## config.mk

```make
export PLATFORM = sky130hd
export DESIGN_NAME = mealy_stream_ctrl
export DESIGN_NICKNAME = d
export VERILOG_FILES = /design/src/rtl/mealy_stream_ctrl_pkg.sv /design/src/rtl/serial_pattern_mealy.sv /design/src/rtl/mealy_stream_ctrl.sv
export SDC_FILE = /design/constraint.sdc
export NUM_CORES = 1
export LEC_CHECK = 0
export CAP_MARGIN = 0
export CORE_MARGIN = 10
export CORE_UTILIZATION = 45
export DETAILED_ROUTE_END_ITERATION = 8
export PLACE_DENSITY = 0.68
export SLEW_MARGIN = 30
export SYNTH_ARGS = -nofsm -noshare
export SYNTH_HDL_FRONTEND = slang
export SYNTH_HIERARCHICAL = 1
export SYNTH_SLANG_ARGS = --single-unit
```

## constraint.sdc

```tcl
create_clock -name clk -period 2.8 [get_ports clk]
set_input_delay 0.56 -clock clk [delete_from_list [all_inputs] [get_ports clk]]
set_output_delay 0.56 -clock clk [all_outputs]
set_load 0.02 [all_outputs]
```

## src/rtl/mealy_stream_ctrl_pkg.sv

```systemverilog
`default_nettype none
// ============================================================================
// Module   : mealy_stream_ctrl_pkg
// Brief    : Shared state encoding and default pattern for the stream controller.
// Revision : 1.0 - initial release
// ============================================================================
package mealy_stream_ctrl_pkg;

  typedef enum logic [1:0] {
    ST_IDLE   = 2'd0,
    ST_SHIFT  = 2'd1,
    ST_REPORT = 2'd2
  } state_t;

  localparam int                        c_default_w       = 8;
  localparam int                        c_default_plen    = 4;
  localparam logic [c_default_plen-1:0] c_default_pattern = 4'b1011;

endpackage
`default_nettype wire

```

## src/rtl/serial_pattern_mealy.sv

```systemverilog
`default_nettype none
// ============================================================================
// Module   : serial_pattern_mealy
// Brief    : Bit-serial Mealy pattern matcher with history and fill tracking.
// Revision : 1.0 - initial release
// ============================================================================
module serial_pattern_mealy
  import mealy_stream_ctrl_pkg::*;
#(
  parameter int              PLEN    = c_default_plen,
  parameter logic [PLEN-1:0] PATTERN = PLEN'(c_default_pattern)
) (
  input  logic clk,
  input  logic reset,
  input  logic en,
  input  logic clr,
  input  logic bit_in,
  output logic match
);

  generate
    if (PLEN == 1) begin : g_single
      assign match = en & (bit_in == PATTERN[0]);
    end else begin : g_multi
      localparam int c_hw = PLEN - 1;
      localparam int c_fw = $clog2(PLEN);

      logic [c_hw-1:0] r_hist;
      logic [c_fw-1:0] r_fill;
      logic            w_full;

      assign w_full = (r_fill == c_fw'(PLEN - 1));
      // Match uses the live bit plus the stored history (Mealy output).
      assign match  = en & w_full & ({r_hist, bit_in} == PATTERN);

      always_ff @(posedge clk or posedge reset) begin
        if (reset) begin
          r_hist <= '0;
          r_fill <= '0;
        end else if (clr) begin
          r_hist <= '0;
          r_fill <= '0;
        end else if (en) begin
          r_hist <= c_hw'({r_hist, bit_in});
          if (!w_full) begin
            r_fill <= r_fill + 1'b1;
          end
        end
      end
    end
  endgenerate

endmodule
`default_nettype wire

```

## src/rtl/mealy_stream_ctrl.sv

```systemverilog
`default_nettype none
// ============================================================================
// Module   : mealy_stream_ctrl
// Brief    : Word-in / count-out sequencer around the serial Mealy detector.
// Revision : 1.0 - initial release
// ============================================================================
module mealy_stream_ctrl
  import mealy_stream_ctrl_pkg::*;
#(
  parameter int              W       = c_default_w,
  parameter int              PLEN    = c_default_plen,
  parameter logic [PLEN-1:0] PATTERN = PLEN'(c_default_pattern),
  parameter int              CW      = $clog2(W + 1)
) (
  input  logic          clk,
  input  logic          reset,
  input  logic          in_valid,
  output logic          in_ready,
  input  logic [W-1:0]  in_data,
  input  logic          in_restart,
  output logic          bit_out,
  output logic          hit,
  output logic          busy,
  output logic          out_valid,
  input  logic          out_ready,
  output logic [CW-1:0] out_count
);

  localparam int c_iw = $clog2(W);

  state_t          r_state;
  state_t          w_next;
  logic [W-1:0]    r_shreg;
  logic [c_iw-1:0] r_idx;
  logic [CW-1:0]   r_cnt;
  logic [CW-1:0]   r_out_count;
  logic            r_hit;
  logic            w_accept;
  logic            w_shift;
  logic            w_last;
  logic            w_bit;
  logic            w_match;
  logic [CW-1:0]   w_cnt_next;

  always_ff @(posedge clk or posedge reset) begin
    if (reset) begin
      r_state <= ST_IDLE;
    end else begin
      r_state <= w_next;
    end
  end

  always_comb begin
    w_next    = r_state;
    in_ready  = 1'b0;
    out_valid = 1'b0;
    busy      = 1'b0;
    w_shift   = 1'b0;
    w_accept  = 1'b0;
    case (r_state)
      ST_IDLE: begin
        in_ready = 1'b1;
        if (in_valid) begin
          w_accept = 1'b1;
          w_next   = ST_SHIFT;
        end
      end
      ST_SHIFT: begin
        busy    = 1'b1;
        w_shift = 1'b1;
        if (w_last) begin
          w_next = ST_REPORT;
        end
      end
      ST_REPORT: begin
        busy      = 1'b1;
        out_valid = 1'b1;
        if (out_ready) begin
          w_next = ST_IDLE;
        end
      end
      default: begin
        w_next = ST_IDLE;
      end
    endcase
  end

  assign w_last     = (r_idx == c_iw'(W - 1));
  assign w_bit      = w_shift & r_shreg[W-1];
  assign w_cnt_next = r_cnt + CW'(w_match);

  serial_pattern_mealy #(
    .PLEN    (PLEN),
    .PATTERN (PATTERN)
  ) u_det (
    .clk    (clk),
    .reset  (reset),
    .en     (w_shift),
    .clr    (w_accept & in_restart),
    .bit_in (w_bit),
    .match  (w_match)
  );

  always_ff @(posedge clk or posedge reset) begin
    if (reset) begin
      r_shreg     <= '0;
      r_idx       <= '0;
      r_cnt       <= '0;
      r_out_count <= '0;
      r_hit       <= 1'b0;
    end else begin
      r_hit <= w_match;
      if (w_accept) begin
        r_shreg <= in_data;
        r_idx   <= '0;
        r_cnt   <= '0;
      end else if (w_shift) begin
        r_shreg <= {r_shreg[W-2:0], 1'b0};
        r_idx   <= r_idx + 1'b1;
        r_cnt   <= w_cnt_next;
        // Final count must include a match on the last bit of the word.
        if (w_last) begin
          r_out_count <= w_cnt_next;
        end
      end
    end
  end

  assign bit_out   = w_bit;
  assign hit       = r_hit;
  assign out_count = r_out_count;

endmodule
`default_nettype wire

```

## Yosys cells after proc, flatten, opt, wreduce, memory -nomap -nowiden

Index checks and enable logic that the tools add are counted.

| word-level totals | value |
|---|---|
| memory bits (writable) | 0 |
| word-level logic and storage cells | 53 |
| output and inout port bits | 9 |
| bits in latches | 0 |
| bits in registers | 27 |
| memories kept | 0 |
| memory bits (read-only) | 0 |
| input bits | 13 |

| operators by class | value |
|---|---|
| equal/unequal tests | 9 |
| reduce and logical (&&, ||, !) cells | 7 |
| divide/modulo/power cells | 0 |
| bitwise logic cells | 5 |
| multipliers | 0 |
| shifts and indexed selects | 0 |
| multiplexer cells | 21 |
| magnitude comparators | 0 |
| add/sub/neg operators | 3 |

Operator list:

| cell | count |
|---|---|
| 8-bit 2-to-1 mux | 2 |
| 2-bit 2-to-1 mux | 6 |
| 3-bit 2-to-1 mux | 4 |
| 4-bit 2-to-1 mux | 2 |
| 1-bit 2-to-1 mux | 6 |
| 2-bit inequality test, second input constant | 3 |
| 2-bit one-hot mux with 3 select lines | 1 |
| 3-bit AND reduction | 2 |
| 4-bit by 1-bit adder with 4-bit output | 1 |
| 1-bit bitwise AND | 4 |
| 2-bit equality test, second input constant | 2 |
| 4-bit equality test, second input constant | 1 |
| 2-bit nonzero test | 2 |
| 3-bit by 1-bit adder with 3-bit output, second input constant | 1 |
| 3-bit equality test, second input constant | 1 |
| 2-bit by 1-bit adder with 2-bit output, second input constant | 1 |
| 2-bit by 1-bit equality test with 1-bit output, second input constant | 1 |
| 2-bit zero test | 1 |
| 2-bit by 1-bit inequality test with 1-bit output, second input constant | 1 |
| 2-bit AND reduction | 1 |
| 2-bit OR reduction | 1 |
| 1-bit NOT | 1 |

## Longest topological paths before layout

| depth | value |
|---|---|
| depth after elaboration | 8 |
| mapped depth | 11 |
| depth with buffers taken out | 9 |

## Modules after synthesis

The synthesis kept the hierarchy.

By module, submodules not included:

| module | instances | sequential area each (sq um) | area an instance (sq um) | cells an instance |
|---|---|---|---|---|
| mealy_stream_ctrl | 1 | 550.5 | 1066.0 | 96 |
| serial_pattern_mealy | 1 | 125.1 | 269.0 | 23 |

## Worst setup path after synthesis

Ideal clock, no wire load.

| path | value |
|---|---|
| kind | register -> register |
| start | reg r_state[1] |
| end | reg r_out_count[1] (netlist: out_count[1]) |
| setup slack | 0.466 ns |
| buffers on the path | 2 |
| data arrival time | 2.210 ns |
| period minus slack after synthesis | 2.334 ns |
| data required time | 2.675 ns |
| stages on the path, launching flop included | 10 |
| library setup time | 0.125 ns |
| cell sequence | dfrtp_1 -> inv_1 -> ha_1 -> buf_6 -> buf_4 -> and2_1 -> nor3b_1 -> ha_1 -> ha_1 -> mux2_2 |

| on the way | value |
|---|---|
| word-level cells in the longest chain between the ends | 6 |
| elaborated cells between the ends (all ways) | 11 |
| those cells by class | add/sub (1); eq/ne (2); mux (2); bitwise (4); reduce/logical (2) |

Ends and longest elaborated chain:

| item | line | text |
|---|---|---|
| start: declaration | mealy_stream_ctrl.sv:31 | `state_t r_state;` |
| start signal: assignment | mealy_stream_ctrl.sv:49 | `r_state <= w_next;` |
| 2-bit by 1-bit equality test with 1-bit output | mealy_stream_ctrl.sv:60 | `case (r_state)` |
| 1-bit 2-to-1 mux | mealy_stream_ctrl.sv:60 |  |
| net w_shift | mealy_stream_ctrl.sv:39 | `logic w_shift;` |
| 1-bit bitwise AND | mealy_stream_ctrl.sv:89 | `assign w_bit = w_shift & r_shreg[W-1];` |
| net bit_out | mealy_stream_ctrl.sv:21 | `output logic bit_out,` |
| 4-bit equality test | serial_pattern_mealy.sv:34 | `assign match = en & w_full & ({r_hist, bit_in} == PATTERN);` |
| 1-bit bitwise AND | serial_pattern_mealy.sv:34 |  |
| net w_match | mealy_stream_ctrl.sv:42 | `logic w_match;` |
| 4-bit by 1-bit adder with 4-bit output | mealy_stream_ctrl.sv:90 | `assign w_cnt_next = r_cnt + CW'(w_match);` |
| net w_cnt_next[1] | mealy_stream_ctrl.sv:43 | `logic [CW-1:0] w_cnt_next;` |
| end signal: assignment | mealy_stream_ctrl.sv:123 | `r_out_count <= w_cnt_next;` |
| end: declaration | mealy_stream_ctrl.sv:36 | `logic [CW-1:0] r_out_count;` |

The timed path passes the listed nets, and every way through them passes these cells.
A chain may end at the register's enable or synchronous reset.

## Final worst setup path

| path | value |
|---|---|
| start | reg r_state[1] |
| end | out bit_out |

| on the way | value |
|---|---|
| word-level cells in the longest chain between the ends | 3 |

Ends and longest elaborated chain:

| item | line |
|---|---|
| 2-bit by 1-bit equality test with 1-bit output | mealy_stream_ctrl.sv:60 |
| 1-bit 2-to-1 mux | mealy_stream_ctrl.sv:60 |
| net w_shift | mealy_stream_ctrl.sv:39 |
| 1-bit bitwise AND | mealy_stream_ctrl.sv:89 |
| end: declaration | mealy_stream_ctrl.sv:21 |

The timed path passes the listed nets, and every way through them passes these cells.

==> results.cfg <==
[power_and_ir_drop]
p_clk_frac = 0.123
p_switching_w = 0.000522
pwr-share-seq = 0.422
ir_worst_vdd_mv = 0.395
p_leak_nw = 0.754
pwr-share-comb = 0.456
power_density_mw_per_mm2 = 894
power_w = 0.00143
p_int_w = 0.000907
swShare = 0.365

[drt]
drt_iter0_drc = 40
num_vias = 868
viasPerCell = 5.02
wirelength_um = 2320
drc = 0
drtAntennaViolNets = 0
dr.pass1.iters = 4
wl_per_cell_um = 13.4

[setup_path]
cp.arrival_ps = 1830
worstPathMaxFanout = 3
critPathKind = reg2out
critPathLaunchType = flop
cp-end-kind = output port
critPathRequiredTime_ps = 2240

[synthesis]
synthTopCellsByArea = dfrtp_1 (51%), mux2i_1 (10%), ha_1 (8.4%)
synth_seq_area_share = 0.506
postSynth.asyncResetShare = 1.00
synth_warnings = 6
syn_area_per_cell_um2 = 11.2
synth_top_cell_area_share = 0.506
syn-cell-area_mm2 = 0.00134
yosysUniqueCellTypes = 26
synth-edff-count = 0
syn_nets = 141
yosys.area.top_type = dfrtp_1
syn_inst = 119
ys.flop_type = dfrtp_1
synth-seq-cells = 27

[placement]
preCtsSetupSlack_ps = 730
globalplace.congestion = 0.698
dpl_cell_area_mm2 = 0.00157
dpl.hpwl_um = 1790
io_buffers = 21

[die]
core_region_area_mm2 = 0.00281
start_util = 0.476
dieWidth_um = 74.5
die-area_mm2 = 0.00555
ios = 22
rows = 19
die_h_um = 74.5

[global_routing]
grt_pass1_wl_um = 4130
antenna_found_initial = 0
grt_overflow = 0
grt_max_degree = 24
track_usage = 0.0934
grt_pass1_vias = 922

[finish]
final_cell_mix = dfrtp_1 (27), clkdlybuf4s50_1 (21), mux2i_1 (14)
drive_above_1_share = 0.0915
nNetsFinal = 165
final_common_cell = dfrtp_1
final_core_utilization = 0.570
final_area_mm2 = 0.00160
area_delta_synth_final_pct = 19.8
diodes = 0

[sta]
final.setup.tns_ps = 0
worst_pin_slew_ps = 841
fin_skew_ps = 12.8
min_period_over_period = 0.852
worst_slack_ps = 414
slew_headroom = 0.439
drv_slew = 0
period_minus_slack_ps = 2390
max_freq_mhz = 419
finalHoldViolCount = 0
setup_viol = 0
rsz0062_at_grt = no

[cts]
root_buffer = clkbuf_4
path_clk_slew_ps = 140
clk_path_buf_depth = 2
ctsHoldBuffers = 0
cts_buffers = 3
cts_tree = done
cts_repair_resize_count = 0
clock-sinks = 27
clkLatencyLatePin_ps = 330
htreeDepth = 1
post_cts_buffers = 0

[job]
cap_viol_max_count = 0

[hold_path]
hold_class = in2async

[run_status]
outcome = completed
-- power by group through the flow --
stage	clock network [W]	registers (W)	logic [W]
global route	0.000197	0.000623	0.000733
finish	0.000175	0.000603	0.000651
floorplan	0	0.000590	0.000518
CTS	0.000181	0.000603	0.000666
detailed placement	0	0.000613	0.000666
global placement	0	0.000602	0.000643
-- metrics by stage --
stage,cells,hold WS [ps]
floorplan,119,339
global placement,169,461
detailed placement,169,481
CTS,173,440
global route,173,446
finish,173,440
-- flip-flops by register name, summed over array words and instances, names as in the netlist --
| register | count |
|---|---|
| r_shreg | 8 |
| out_count | 4 |
| r_cnt | 4 |
| r_idx | 3 |
| u_det/g_multi.r_hist | 3 |
| r_state | 2 |
| u_det/g_multi.r_fill | 2 |
| hit | 1 |
-- critical path, stage by stage (launching register included) --
cell	delay, ps
dfrtp_1	430
inv_1	100
ha_1	180
and2_1	180
clkdlybuf4s50_1	620
-- worst paths after layout --
check,start,cells past startpoint,slack [ps],to
min,reset,2,440,u_det/g_multi.r_fill[0]
max in group asynchronous,reset,2,1560,r_state[1]
max,r_state[1],4,410,bit_out
min reg2reg,out_count[3],2,500,out_count[3]
max reg2reg,r_state[1],8,750,out_count[1]
min in group clk,out_count[3],2,500,out_count[3]
-- routing by layer --
| metal | vias to the layer above | global-route usage | wire, µm |
|---|---|---|---|
| met2 | 16 | 0.160 | 1120 |
| met1 | 409 | 0.107 | 1030 |
| met5 | - | 0 | 0 |
| met3 | 2 | 0.0306 | 147 |
| li1 | 441 | - | - |
| met4 | 0 | 0.0315 | 13 |
-- cell usage after synthesis (2+ instances only) --
cell / count
dfrtp_1: 27
mux2i_1: 14
nand2_1: 12
nor2_1: 11
o21ai_0: 10
ha_1: 9
inv_1: 7
mux2_2: 4
xor2_1: 3
buf_6: 2
clkbuf_1: 2
nand2b_1: 2
nand4_1: 2
xnor2_1: 2
-- area by class of cell --
cell class | instances | area (µm²)
clock buffers | 3 | 22.5
clock inverters | 1 | 7.51
fillers | 262 | 1210
inverters | 7 | 26.3
multi-input cells | 80 | 596
flip-flops and latches | 27 | 676
well taps | 31 | 38.8
repair buffers | 24 | 233
-- logic make-up after synthesis --
group / Yosys count / synth area share
AO/OA/AOI/OAI: 12 / 0.0487
XOR/XNOR: 5 / 0.0328
adder cells (fa/ha/maj): 9 / 0.0844
buffers and inverters: 12 / 0.0478
flip-flops: 27 / 0.506
multiplexers: 19 / 0.150
AND/OR/NAND/NOR: 35 / 0.130
Power figures use the tool's default switching activity.
==> RTL change 1 (same flow settings) <==
`c_default_plen`: 4 -> 8.
--- a/src/rtl/mealy_stream_ctrl_pkg.sv
+++ b/src/rtl/mealy_stream_ctrl_pkg.sv
@@ -13,7 +13,7 @@
   } state_t;
 
   localparam int                        c_default_w       = 8;
-  localparam int                        c_default_plen    = 4;
+  localparam int                        c_default_plen    = 8;
   localparam logic [c_default_plen-1:0] c_default_pattern = 4'b1011;
 
 endpackage
Check against the original RTL: not equivalent (Yosys sat finds a counterexample within 10 cycles, from zero or initial values and one cycle with reset high).
==> RTL change 1 against the original RTL <==
- sequential cell count is 5 higher
- worst setup slack worse by 0.020 ns
- area after synthesis is 15% higher
- non-clock buffer count stayed put
- design area is 18% higher
- clock power is 120% higher
- critical path type unchanged
- power is 28% higher
- routed wire length is 17% higher
==> RTL change 1: results (changes against the original RTL) <==
| Metric | Value |
|---|---|
| Setup bufs post-CTS | `0 (unchanged)` |
| Sequential element share of the synthesized area | `0.521 (was 0.506)` |
| Fin nets | `183 (was 165)` |
| CP Capture Type | `primary output (unchanged)` |
| VDD IR-drop max | `0.000494 V (was 0.000395 V)` |
| Crit path max fanout | `3 (unchanged)` |
| Status | `finished, final reports clean (unchanged)` |
| DRT Wirelength | `2720 um (was 2320 um)` |
| Synth unique cells | `24 (was 26)` |
| Syn_nets | `158 (was 141)` |
| Largest cells by area after synthesis | `dfrtp_1, mux2i_1, ha_1 (unchanged)` |
| Xor/xnor share of the synthesized area | `0.0342 (was 0.0328)` |
| Final hold slack | `0.472 ns (was 0.440 ns)` |
| Post-synthesis adder-cell area fraction | `0.0814 (was 0.0843)` |
| CTS H-tree depth | `2 (was 1)` |
| Number of global-route vias before repair | `1017 (was 922)` |
| Slew Limit Fails | `0 (unchanged)` |
| Compound-Gate Fraction of Synth Area | `0.0391 (was 0.0487)` |
| Post-synthesis mux area share | `0.160 (was 0.150)` |
| Largest net degree at the start of global routing | `26 (was 24)` |
| RR Startpoint | `r_state[1] (unchanged)` |
| Routability cong. | `0.766 (was 0.698)` |
| Internal reg-to-reg setup slack | `0.58 ns (was 0.75 ns)` |
| GRT Util Overall | `0.0967 (was 0.0934)` |
| Commonest cells post-synth | `dfrtp_1, mux2i_1, nor2_1 (was dfrtp_1, mux2i_1, nand2_1)` |
| Hold Crit Class | `reg2reg (was in2async)` |
| Worst-Skew Late Latency | `0.33 ns (about the same)` |
| DP Wirelength | `2040 um (was 1790 um)` |
| Biggest regs | `r_shreg (8), u_det/g_multi.r_hist (7)` |
| Clock Tree Buf Depth | `2 (unchanged)` |
| Hold EP | `hit` |
| Initial antenna violation count | `0 (unchanged)` |
| Post-place setup slack | `0.587 ns (was 0.730 ns)` |
| Worst-margin pin slew | `0.842 ns (was 0.841 ns)` |
| Via density | `4.86 (was 5.02)` |
| Global-route wire length before repair | `4690 um (was 4130 um)` |
| Drt first pass iters | `4 (unchanged)` |
| Asr flop ratio synth | `1.00 (unchanged)` |
| # port buffers | `21 (unchanged)` |
| Starting DRT DRC Count | `35 (was 40)` |
| Clock transition at path regs | `0.10 ns (was 0.14 ns)` |
| Antenna diodes | `0 (unchanged)` |
| Reg2reg end | `out_count[1] (unchanged)` |
| Hold depth | `1` |
| Max reg flops | `8 (unchanged)` |
| CP Data Arrival Time | `1.85 ns (was 1.83 ns)` |
| Final Skew | `0.00856 ns (was 0.0128 ns)` |
| Share of cells above drive strength 1 | `0.0994 (was 0.0915)` |
| Fill count | `333 (was 262)` |
| Worst hold path startpoint | `u_det/g_multi.r_hist[6]` |
| Post_cts resized | `0 (unchanged)` |
| R2R depth | `8 (unchanged)` |
| Clock root buffer | `clkbuf_4 (unchanged)` |
| TritonCTS buffer count | `5 (was 3)` |
| Static leakage | `0.897 nW (was 0.754 nW)` |
| Count leader, synth | `dfrtp_1 (unchanged)` |
| Primary FF master, synth | `dfrtp_1 (unchanged)` |
-- RTL change 1: logic make-up after synthesis --
kind of cell,count (synthesis)
xor+xnor,6
compound gates,11
buf+inv,13
simple gates,39
flops,32
fa+ha+maj,10
mux,24
-- RTL change 1: layout make-up --
| type | count | area [um^2] | share of cell area |
|---|---|---|---|
| clock buffer | 7 | 65.1 | 0.0346 |
| multi-input combinational | 90 | 668 | 0.355 |
| timing repair buffer | 24 | 233 | 0.124 |
| sequential | 32 | 801 | 0.426 |
| inverter | 7 | 26.3 | 0.0140 |
| tap | 46 | 57.6 | 0.0306 |
| clock inverter | 1 | 30.0 | 0.0160 |
-- RTL change 1: routing by layer --
metal	vias to the layer above	global-route usage	share of wire
met1	478	0.109	0.45
met4	0	0.0430	0.017
met3	5	0.0535	0.072
met2	21	0.147	0.46
met5	-	0	0
li1	503	-	-
-- RTL change 1: worst max-delay path, stage by stage, from the launching register on --
cell             delay [ns]
dfrtp_1                0.41
inv_1                  0.11
ha_1                   0.20
and2_1                 0.17
clkdlybuf4s50_1        0.64
-- RTL change 1: worst max path at each step --
| stage | slack (ns) | to | cells after the start | startpoint |
|---|---|---|---|---|
| 2_1_floorplan | 0.29 | out_count[1] | 10 | r_state[1] |
| 5_1_grt | 0.27 | bit_out | 4 | r_state[1] |
| 3_5_place_dp | 0.59 | out_count[1] | 8 | r_state[1] |
| 3_3_place_gp | 0.66 | out_count[1] | 8 | r_state[1] |
| 6_report | 0.39 | bit_out | 4 | r_state[1] |
| 4_1_cts | 0.35 | bit_out | 4 | r_state[1] |
-- RTL change 1: report_power, final --
group	internal (mW)	switching, mW
clock network	0.237	0.151
logic	0.361	0.366
registers	0.623	0.0977
total	1.22	0.615
-- RTL change 1: per-stage QoR --
stage                     cell area, um^2  cells   util
after floorplan                      1540    135      -
after global placement               1790    199  0.539
after CTS                            1880    207  0.568
final                                1880    207  0.568
after global routing                 1880    207  0.568
after detailed placement             1790    199  0.539
==> RTL change 2 (same settings) <==
Made on the original files. Make the reset (`reset`) synchronous in 3 clocked blocks.
--- a/src/rtl/serial_pattern_mealy.sv
+++ b/src/rtl/serial_pattern_mealy.sv
@@ -33,7 +33,7 @@
       // Match uses the live bit plus the stored history (Mealy output).
       assign match  = en & w_full & ({r_hist, bit_in} == PATTERN);
 
-      always_ff @(posedge clk or posedge reset) begin
+      always_ff @(posedge clk) begin
         if (reset) begin
           r_hist <= '0;
           r_fill <= '0;
--- a/src/rtl/mealy_stream_ctrl.sv
+++ b/src/rtl/mealy_stream_ctrl.sv
@@ -42,7 +42,7 @@
   logic            w_match;
   logic [CW-1:0]   w_cnt_next;
 
-  always_ff @(posedge clk or posedge reset) begin
+  always_ff @(posedge clk) begin
     if (reset) begin
       r_state <= ST_IDLE;
     end else begin
@@ -101,7 +101,7 @@
     .match  (w_match)
   );
 
-  always_ff @(posedge clk or posedge reset) begin
+  always_ff @(posedge clk) begin
     if (reset) begin
       r_shreg     <= '0;
       r_idx       <= '0;
Function: differs if reset is asserted again (counterexample within 4 cycles, from zero or initial values and one cycle with reset high); with reset held inactive, the same outputs for 10 cycles.
==> RTL change 2 against the original RTL <==
- worst setup slack better by 0.075 ns
- sequential cell count unchanged
- global-route usage down 0.63 points
- design area down 6.4%
- routed wire length down 0.26%
- non-clock buffer count down 1
- power down 27%
- area after synthesis down 7.0%
- critical path type unchanged
==> RTL change 2: results (changes against the original RTL) <==
| Metric | Value |
|---|---|
| Hold Crit Class | `reg2reg (was in2async)` |
| Non-filler cells, final | `176 (was 173)` |
| # port buffers | `21 (unchanged)` |
| DRT Wirelength | `2310 um (was 2320 um)` |
| Global-route wire length before repair | `3840 um (was 4130 um)` |
| Crit. Startpoint | `r_state[1] (unchanged)` |
| Max reg flops | `8 (unchanged)` |
| Commonest cells post-synth | `dfxtp_1, mux2i_1, nor2_1 (was dfrtp_1, mux2i_1, nand2_1)` |
| R2R depth | `10 (was 8)` |
| Routability cong. | `0.781 (was 0.698)` |
| Syn_nets | `148 (was 141)` |
| Met2 Resource Use GR | `0.130 (was 0.160)` |
| Post-synthesis cell count | `126 (was 119)` |
| Number of global-route vias before repair | `878 (was 922)` |
| Final Skew | `0.0148 ns (was 0.0128 ns)` |
| TritonCTS buffer count | `3 (unchanged)` |
| Post-place setup slack | `0.808 ns (was 0.730 ns)` |
| Sequential element share of the synthesized area | `0.435 (was 0.506)` |
| M1 GR Usage | `0.112 (was 0.107)` |
| Clock Tree Buf Depth | `2 (unchanged)` |
| Static leakage | `0.569 nW (was 0.754 nW)` |
| Clock transition at path regs | `0.14 ns (about the same)` |
| M3 GR Usage | `0.0272 (was 0.0306)` |
| Via density | `4.96 (was 5.02)` |
| Largest net degree at the start of global routing | `23 (was 24)` |
| GRT Util Overall | `0.0871 (was 0.0934)` |
| DP Wirelength | `1790 um (about the same)` |
| Starting DRT DRC Count | `59 (was 40)` |
| Internal reg-to-reg setup slack | `0.83 ns (was 0.75 ns)` |
| Crit path max fanout | `3 (unchanged)` |
| DP Cell Count | `172 (was 169)` |
| Initial antenna violation count | `0 (unchanged)` |
| Fill count | `228 (was 262)` |
| Max-slew headroom | `0.659 (was 0.439)` |
| Reg2reg end | `r_cnt[2] (was out_count[1])` |
| Antenna diodes | `0 (unchanged)` |
| CP peak stage delay | `between 0.6 and 0.7 ns` |
| Asr flop ratio synth | `0 (was 1.00)` |
| VDD IR-drop max | `0.000626 V (was 0.000395 V)` |
| Primary FF master, synth | `dfxtp_1 (was dfrtp_1)` |
| Final period util | `0.825 (was 0.852)` |
| Largest cells by area after synthesis | `dfxtp_1, mux2i_1, ha_1 (was dfrtp_1, mux2i_1, ha_1)` |
| Clock root buffer | `clkbuf_4 (unchanged)` |
| Status | `finished, final reports clean (unchanged)` |
| CP Data Arrival Time | `1.75 ns (was 1.83 ns)` |
| Critical path's top delay family | `buffers and inverters (unchanged)` |
| Largest reg by FF count | `r_shreg (unchanged)` |
| Yosys warnings | `6 (unchanged)` |
| CP endpoint | `bit_out (unchanged)` |
| Placed cell area | `0.00147 mm^2 (was 0.00157 mm^2)` |
| Share of cells above drive strength 1 | `0.0548 (was 0.0915)` |
[RTL change 2: cell count changes after synthesis, moves of 8 or more]
cell | unedited run | this run
dfrtp_1 | 27 | 0
o21ai_0 | 10 | 0
nand2_1 | 12 | 3
a211oi_1 | 0 | 9
dfxtp_1 | 0 | 27
nor2_1 | 11 | 19
[RTL change 2: how the worst min path moves through the flow]
stage | end | slack, ns
floorplan | r_shreg[0] | 0.46
global placement | out_count[0] | 0.48
detailed placement | r_shreg[0] | 0.48
CTS | r_shreg[0] | 0.50
global route | r_shreg[0] | 0.51
finish | r_shreg[0] | 0.49
[RTL change 2: cell families (layout without fill, tap and decap cells)]
family                   count (synthesis)  count (layout)  share of synthesized area
multiplexers                            19              19                      0.153
flip-flops                              27              27                      0.435
XOR/XNOR                                 6               6                     0.0423
adder cells (fa/ha/maj)                  9               9                     0.0907
AO/OA/AOI/OAI                           11              11                     0.0665
buffers and inverters                   12              32                     0.0454
AND/OR/NAND/NOR                         42              42                      0.166
[RTL change 2: tightest hold or removal path, delay by kind of cell, from the launching register on]
family / cells / cell delay (ns)
DFF: 1 / 0.34
and+or+nand+nor: 1 / 0.07
AOI/OAI and AO/OA: 1 / 0.06
[RTL change 2: layer usage]
layer	part of all wire	wire, um
met4	0.0052	12
met2	0.45	1030
met5	0	0
met1	0.49	1140
met3	0.053	123
[RTL change 2: layout make-up]
cell class              count  area [um^2]  area share
well taps                  30         37.5      0.0251
clock inverters             1         7.51     0.00502
repair buffers             23          225       0.151
flip-flops and latches     27          541       0.361
inverters                   5         18.8      0.0125
multi-input cells          87          644       0.431
clock buffers               3         22.5      0.0151
[RTL change 2: where the power goes]
| group | switching (mW) | internal [mW] |
|---|---|---|
| sequential | 0.0352 | 0.442 |
| combinational | 0.209 | 0.193 |
| clock | 0.116 | 0.0545 |
| total | 0.360 | 0.689 |
